<file path="src/rtl/block_lookup_arbiter_pkg.sv">
// Shared game constants: map geometry, coordinate/address widths and requester indices.
// Also provides the map coordinate to collision-RAM address helper.
package game_pkg;

    localparam int unsigned MAP_W   = 960;
    localparam int unsigned MAP_H   = 500;
    localparam int unsigned COORD_W = 10;
    localparam int unsigned ADDR_W  = 20;

    localparam int unsigned REQ_CHAR   = 0;
    localparam int unsigned REQ_ENEMY0 = 1;
    localparam int unsigned REQ_ENEMY1 = 2;
    localparam int unsigned REQ_FIRE   = 3;

    // Row-major linear address; both coordinates are zero-extended before the multiply-add.
    function automatic logic [ADDR_W-1:0] xy_to_addr(
        input logic [COORD_W-1:0] x,
        input logic [COORD_W-1:0] y
    );
        return ADDR_W'(x) + ADDR_W'(y) * ADDR_W'(MAP_W);
    endfunction

endpackage

</file>
<file path="src/rtl/block_lookup_arbiter_rr_arbiter.sv">
// Round-robin one-hot arbiter: the search starts at the pointer and wraps;
// the pointer moves past the winner and holds when nothing is granted.
module rr_arbiter #(
    parameter int unsigned NUM_REQ = 4
) (
    input  logic               clk,
    input  logic               rst,
    input  logic [NUM_REQ-1:0] req,
    output logic [NUM_REQ-1:0] grant
);

    localparam int unsigned PTR_W = (NUM_REQ > 1) ? $clog2(NUM_REQ) : 1;

    logic [PTR_W-1:0] ptr;
    logic [PTR_W-1:0] ptr_next;

    always_comb begin
        int unsigned idx;
        idx      = 0;
        grant    = '0;
        ptr_next = ptr;
        // Grant is suppressed during reset so req_ready reads 0 while RST is high.
        if (!rst) begin
            for (int unsigned off = 0; off < NUM_REQ; off++) begin
                idx = (32'(ptr) + off) % NUM_REQ;
                if ((grant == '0) && req[idx]) begin
                    grant[idx] = 1'b1;
                    ptr_next   = PTR_W'((idx + 1) % NUM_REQ);
                end
            end
        end
    end

    always_ff @(posedge clk) begin
        if (rst) begin
            ptr <= '0;
        end else begin
            ptr <= ptr_next;
        end
    end

endmodule

</file>
<file path="src/rtl/block_lookup_arbiter.sv">
// Shares the single-port collision RAM between sprite requesters: round-robin grant,
// coordinate-to-address issue, and tag delay line routing the block flag back.
module block_lookup_arbiter #(
    parameter int unsigned NUM_REQ    = 4,
    parameter int unsigned MAP_W      = game_pkg::MAP_W,
    parameter int unsigned MAP_H      = game_pkg::MAP_H,
    parameter int unsigned COORD_W    = game_pkg::COORD_W,
    parameter int unsigned ADDR_W     = game_pkg::ADDR_W,
    parameter int unsigned RD_LATENCY = 1
) (
    input  logic                       sys_clk,
    input  logic                       RST,
    input  logic [NUM_REQ-1:0]         req_valid,
    input  logic [NUM_REQ*COORD_W-1:0] req_x,
    input  logic [NUM_REQ*COORD_W-1:0] req_y,
    output logic [NUM_REQ-1:0]         req_ready,
    output logic [NUM_REQ-1:0]         rsp_valid,
    output logic                       rsp_block,
    output logic                       ram_en,
    output logic [ADDR_W-1:0]          ram_addr,
    input  logic                       ram_dout
);

    logic [NUM_REQ-1:0] grant;
    logic               granted;
    logic [COORD_W-1:0] x_sel;
    logic [COORD_W-1:0] y_sel;
    logic               oob;
    logic [ADDR_W-1:0]  addr;

    // Entry 0 lines up with the issue cycle; entry RD_LATENCY with the cycle ram_dout is valid.
    logic [RD_LATENCY:0][NUM_REQ-1:0] tag_pipe;
    logic [RD_LATENCY:0]              oob_pipe;

    rr_arbiter #(
        .NUM_REQ(NUM_REQ)
    ) u_rr_arbiter (
        .clk  (sys_clk),
        .rst  (RST),
        .req  (req_valid),
        .grant(grant)
    );

    assign req_ready = grant;
    assign granted   = |grant;

    always_comb begin
        x_sel = '0;
        y_sel = '0;
        for (int unsigned i = 0; i < NUM_REQ; i++) begin
            if (grant[i]) begin
                x_sel = req_x[i*COORD_W +: COORD_W];
                y_sel = req_y[i*COORD_W +: COORD_W];
            end
        end
    end

    assign oob  = (32'(x_sel) >= MAP_W) || (32'(y_sel) >= MAP_H);
    assign addr = ADDR_W'(x_sel) + ADDR_W'(y_sel) * ADDR_W'(MAP_W);

    always_ff @(posedge sys_clk) begin
        if (RST) begin
            ram_en    <= 1'b0;
            ram_addr  <= '0;
            tag_pipe  <= '0;
            oob_pipe  <= '0;
            rsp_valid <= '0;
            rsp_block <= 1'b0;
        end else begin
            ram_en      <= granted && !oob;
            ram_addr    <= (granted && !oob) ? addr : '0;
            tag_pipe[0] <= grant;
            oob_pipe[0] <= granted && oob;
            for (int unsigned k = 1; k <= RD_LATENCY; k++) begin
                tag_pipe[k] <= tag_pipe[k-1];
                oob_pipe[k] <= oob_pipe[k-1];
            end
            // Out-of-map lookups read as solid so map edges behave as walls.
            rsp_valid <= tag_pipe[RD_LATENCY];
            rsp_block <= (|tag_pipe[RD_LATENCY]) && (oob_pipe[RD_LATENCY] || ram_dout);
        end
    end

endmodule

</file>
<file path="config.mk">
export PLATFORM = sky130hd
export DESIGN_NAME = block_lookup_arbiter
export DESIGN_NICKNAME = d
export VERILOG_FILES = /design/src/rtl/block_lookup_arbiter_pkg.sv /design/src/rtl/block_lookup_arbiter_rr_arbiter.sv /design/src/rtl/block_lookup_arbiter.sv
export SDC_FILE = /design/constraint.sdc
export NUM_CORES = 1
export LEC_CHECK = 0
export CORE_MARGIN = 2
export CORE_UTILIZATION = 43
export DETAILED_ROUTE_END_ITERATION = 8
export PLACE_DENSITY = 0.79
export SYNTH_ARGS = -nofsm -noshare
export SYNTH_HDL_FRONTEND = slang
export SYNTH_HIERARCHICAL = 1
export SYNTH_SLANG_ARGS = --single-unit
export TNS_END_PERCENT = 50
</file>
<file path="constraint.sdc">
create_clock -name sys_clk -period 6.51 [get_ports sys_clk]
set_clock_uncertainty 0.15 [all_clocks]
set_input_delay 0.9765 -clock sys_clk [delete_from_list [all_inputs] [get_ports sys_clk]]
set_output_delay 0.9765 -clock sys_clk [all_outputs]
set_load 0.05 [all_outputs]
</file>
==> impl_metrics.tcl <==
set metrics [dict create \
    status "complete, but fails checks" \
    violations "setup timing" \
    place.gp.congestion 0.9085 \
    rsz0062_at_grt "yes" \
    synth-seq-cells 38 \
    clock.fmax_mhz 151.2 \
    initial_core_util_pct 44.04 \
    area_growth_pct 76.63 \
    synth_ff_type "dfxtp_1" \
    layout-drive-gt1-share_pct 33.18 \
    die_h_um 95.27 \
    min_from "tag_pipe[0]" \
    numPortBuffers 116 \
    cts_root_buf "clkbuf_8" \
    timing.final.hold_violations 0 \
    syn_avg_cell_area_um2 8.549 \
    synth_nets 559 \
    synthSimpleGateAreaFrac_pct 16.91 \
    r2r_end "ram_addr[19]" \
    final_util_pct 77.79 \
    worst_ep_required_time_ns 6.59 \
    drc 0 \
    clk_latency_ns 0.30 \
    coreArea_um2 8134 \
    first_pass_iters 5 \
    end_kind "flip-flop" \
    io_pins 117 \
    timing.final.ws_setup_ns -0.1044 \
    crit_top_cell "inv_2" \
    fp.dieW_um 95.27 \
    worst-slew-pin-transition_ns 0.5403 \
    dpl.hpwl_mm 9.406 \
    num_rows 33 \
    finalMaxSlewViolations 0 \
    synth_top_cells_by_area "dfxtp_1 21%, ha_1 12%, fa_1 10%" \
    synthAdderAreaFrac_pct 22.28 \
    htree_levels 2 \
    netlist_area_um2 3582 \
    r2r-start "u_rr_arbiter/ptr[0]" \
    cp_slowest_cell "or4_1" \
    routed_wl_mm 12.68 \
    cts.clk_slew.worst_paths_ns 0.08 \
    synthArstFlopShare_pct 0 \
    hold_end "tag_pipe[4]" \
    synthMuxAreaShare_pct 3.493 \
    overflow 0 \
    ys_types 64 \
    n_antenna_cell 0 \
    whs_path_depth 1 \
    setup_viol 4 \
    grt_pass1_wl_mm 18.73 \
    period_share_pct 101.6 \
    cts_buffer_depth 2 \
    period_minus_slack_ns 6.614 \
    drt_iter0_markers 214 \
    ant_nets 0 \
    slew_headroom_pct 63.87 \
    synth-xor-area-share_pct 4.401 \
    regToRegSetupSlack_ns -0.10 \
    cap_violations 0 \
    slowest_delay_ns 0.60 \
    cts_inserted_buffers 5 \
    cts_tree "yes" \
    syn_inst 419 \
    antenna_found_initial 0 \
    min_path_type "flip-flop to flip-flop" \
    seq_area_frac_synth_pct 21.24 \
    dieArea_um2 9076 \
    clkSinkCount 38 \
    path_max_fanout 11 \
    synth_edf_count 0 \
    r2r_cells 28 \
    dr_total_vias 4024 \
    synth_top_family_by_area "compound AO/OA/AOI/OAI gates" \
    grt_pass1_vias 4017 \
    wl_per_cell_um 16.64 \
    grt_max_degree 21 \
    nets 796 \
    worstSetupPathType "flip-flop to flip-flop" \
    synth_area_leader_cell "dfxtp_1" \
    worst_setup_path_start_kind "flip-flop" \
    worst_ep_arrival_time_ns 6.69 \
    grt_use_total_pct 26.38 \
    yosysWarnings 6 \
    yosys.area.top_type_share_pct 21.24 \
    vias_per_cell 5.281 \
    synth-compound-area-share_pct 24.41 \
]
## cell families (layout without fill, tap and decap cells)
group,after synthesis,count (layout)
buffers and inverters,63,301
AOI/OAI and AO/OA,121,121
adders and majority gates,53,53
DFF,38,38
and+or+nand+nor,118,118
xor gates and xnor gates,18,18
muxes,8,8
## critical path: cells and delay by family (launching register included)
family          cells  cell delay [ns]
compound gates      8             1.31
flops               1             0.32
buf+inv             9             0.95
simple gates        6             1.68
fa+ha+maj           5             2.11
## cell usage in the layout, fill, tap and decap left out, drive strengths merged, types with 5 or more instances in the layout
cell type,count
buf,135
clkdlybuf4s50,112
nor2,56
a21oi,48
inv,46
dfxtp,38
ha,35
fa,18
nor2b,18
a22oi,16
nand2,12
xnor2,10
xor2,8
o21ai,7
a221o,6
clkbuf,6
mux2i,5
or2,5
## sequential cells by signal, indices dropped and copies added, names as in the netlist
signal            cells
oob_pipe              2
ram_addr             20
ram_en                1
rsp_block             1
rsp_valid             4
tag_pipe              8
u_rr_arbiter/ptr      2
## metrics by stage
step                area [um2]  TNS (ns)  std cells  hold slack, ns  setup WS (ns)
floorplan                 3796   -0.4844        419          0.2638        -0.1388
global placement          5807    -3.255        732          0.2659        -0.4626
detailed placement        5807    -4.857        732          0.2704        -0.6524
CTS                       6118         0        757          0.2911      0.0005480
global route              6327    -1.673        762          0.3100        -0.2951
finish                    6327   -0.2068        762          0.2922        -0.1044
## area by class of cell
type                       instances  area, um2
fill                             530       1807
clock buffer                       6      82.58
inverter                          46      175.2
multi-input combinational        318       2967
timing repair buffer             247       2198
clock inverter                     2      12.51
tap                              105      131.4
sequential                        38      760.7
## Yosys cell counts, types with 2 or more instances
library cell  instances
or3_1                 4
mux2i_1               5
mux4_1                2
a31oi_1               2
xor2_1                8
clkbuf_1              6
ha_1                 35
nor2b_1              18
dfxtp_1              38
inv_1                46
o221ai_1              3
a21o_1                4
a311oi_1              2
a221oi_2              2
buf_1                 4
nand2b_1              3
o211a_1               3
nand2_1              12
a221o_1               6
o22ai_1               2
nor3_1                4
nor3b_1               3
o21a_1                4
o31ai_1               3
or2_1                 3
buf_6                 2
a222oi_1              2
a22oi_1              15
fa_1                 18
nor2_1               56
and2_4                2
a21oi_1              48
or2_2                 2
nor4_1                2
xnor2_1              10
o211ai_1              2
buf_2                 4
nand3_1               2
o21ai_0               7
## layer usage
metal / share of wire (%) / track usage [%]
met4: 2.9 / 6.401
met5: 0 / 0
met1: 43 / 33.53
met3: 5.4 / 3.874
met2: 49 / 46.89
## what timing repair did
action,CTS,global route
gates resized for setup,43,29
hold buffers,0,0
setup buffers,17,5
pin swaps,28,21
setup endpoints to repair,9,9
## worst max-delay path by stage
| stage | start | slack (ns) | to | depth (start not counted) |
|---|---|---|---|---|
| 3_3_place_gp | req_valid[3] | -0.46 | ram_addr[19] | 28 |
| 2_1_floorplan | req_valid[3] | -0.14 | ram_addr[19] | 25 |
| 6_report | u_rr_arbiter/ptr[0] | -0.10 | ram_addr[19] | 28 |
| 5_1_grt | u_rr_arbiter/ptr[0] | -0.30 | ram_addr[19] | 29 |
| 4_1_cts | req_valid[2] | 0.0005 | ram_addr[19] | 28 |
| 3_5_place_dp | req_valid[3] | -0.65 | ram_addr[19] | 26 |
Power is left out: the tool's default activity adds up to more than one toggle a clock period on the data nets, which glitch-free logic cannot reach.
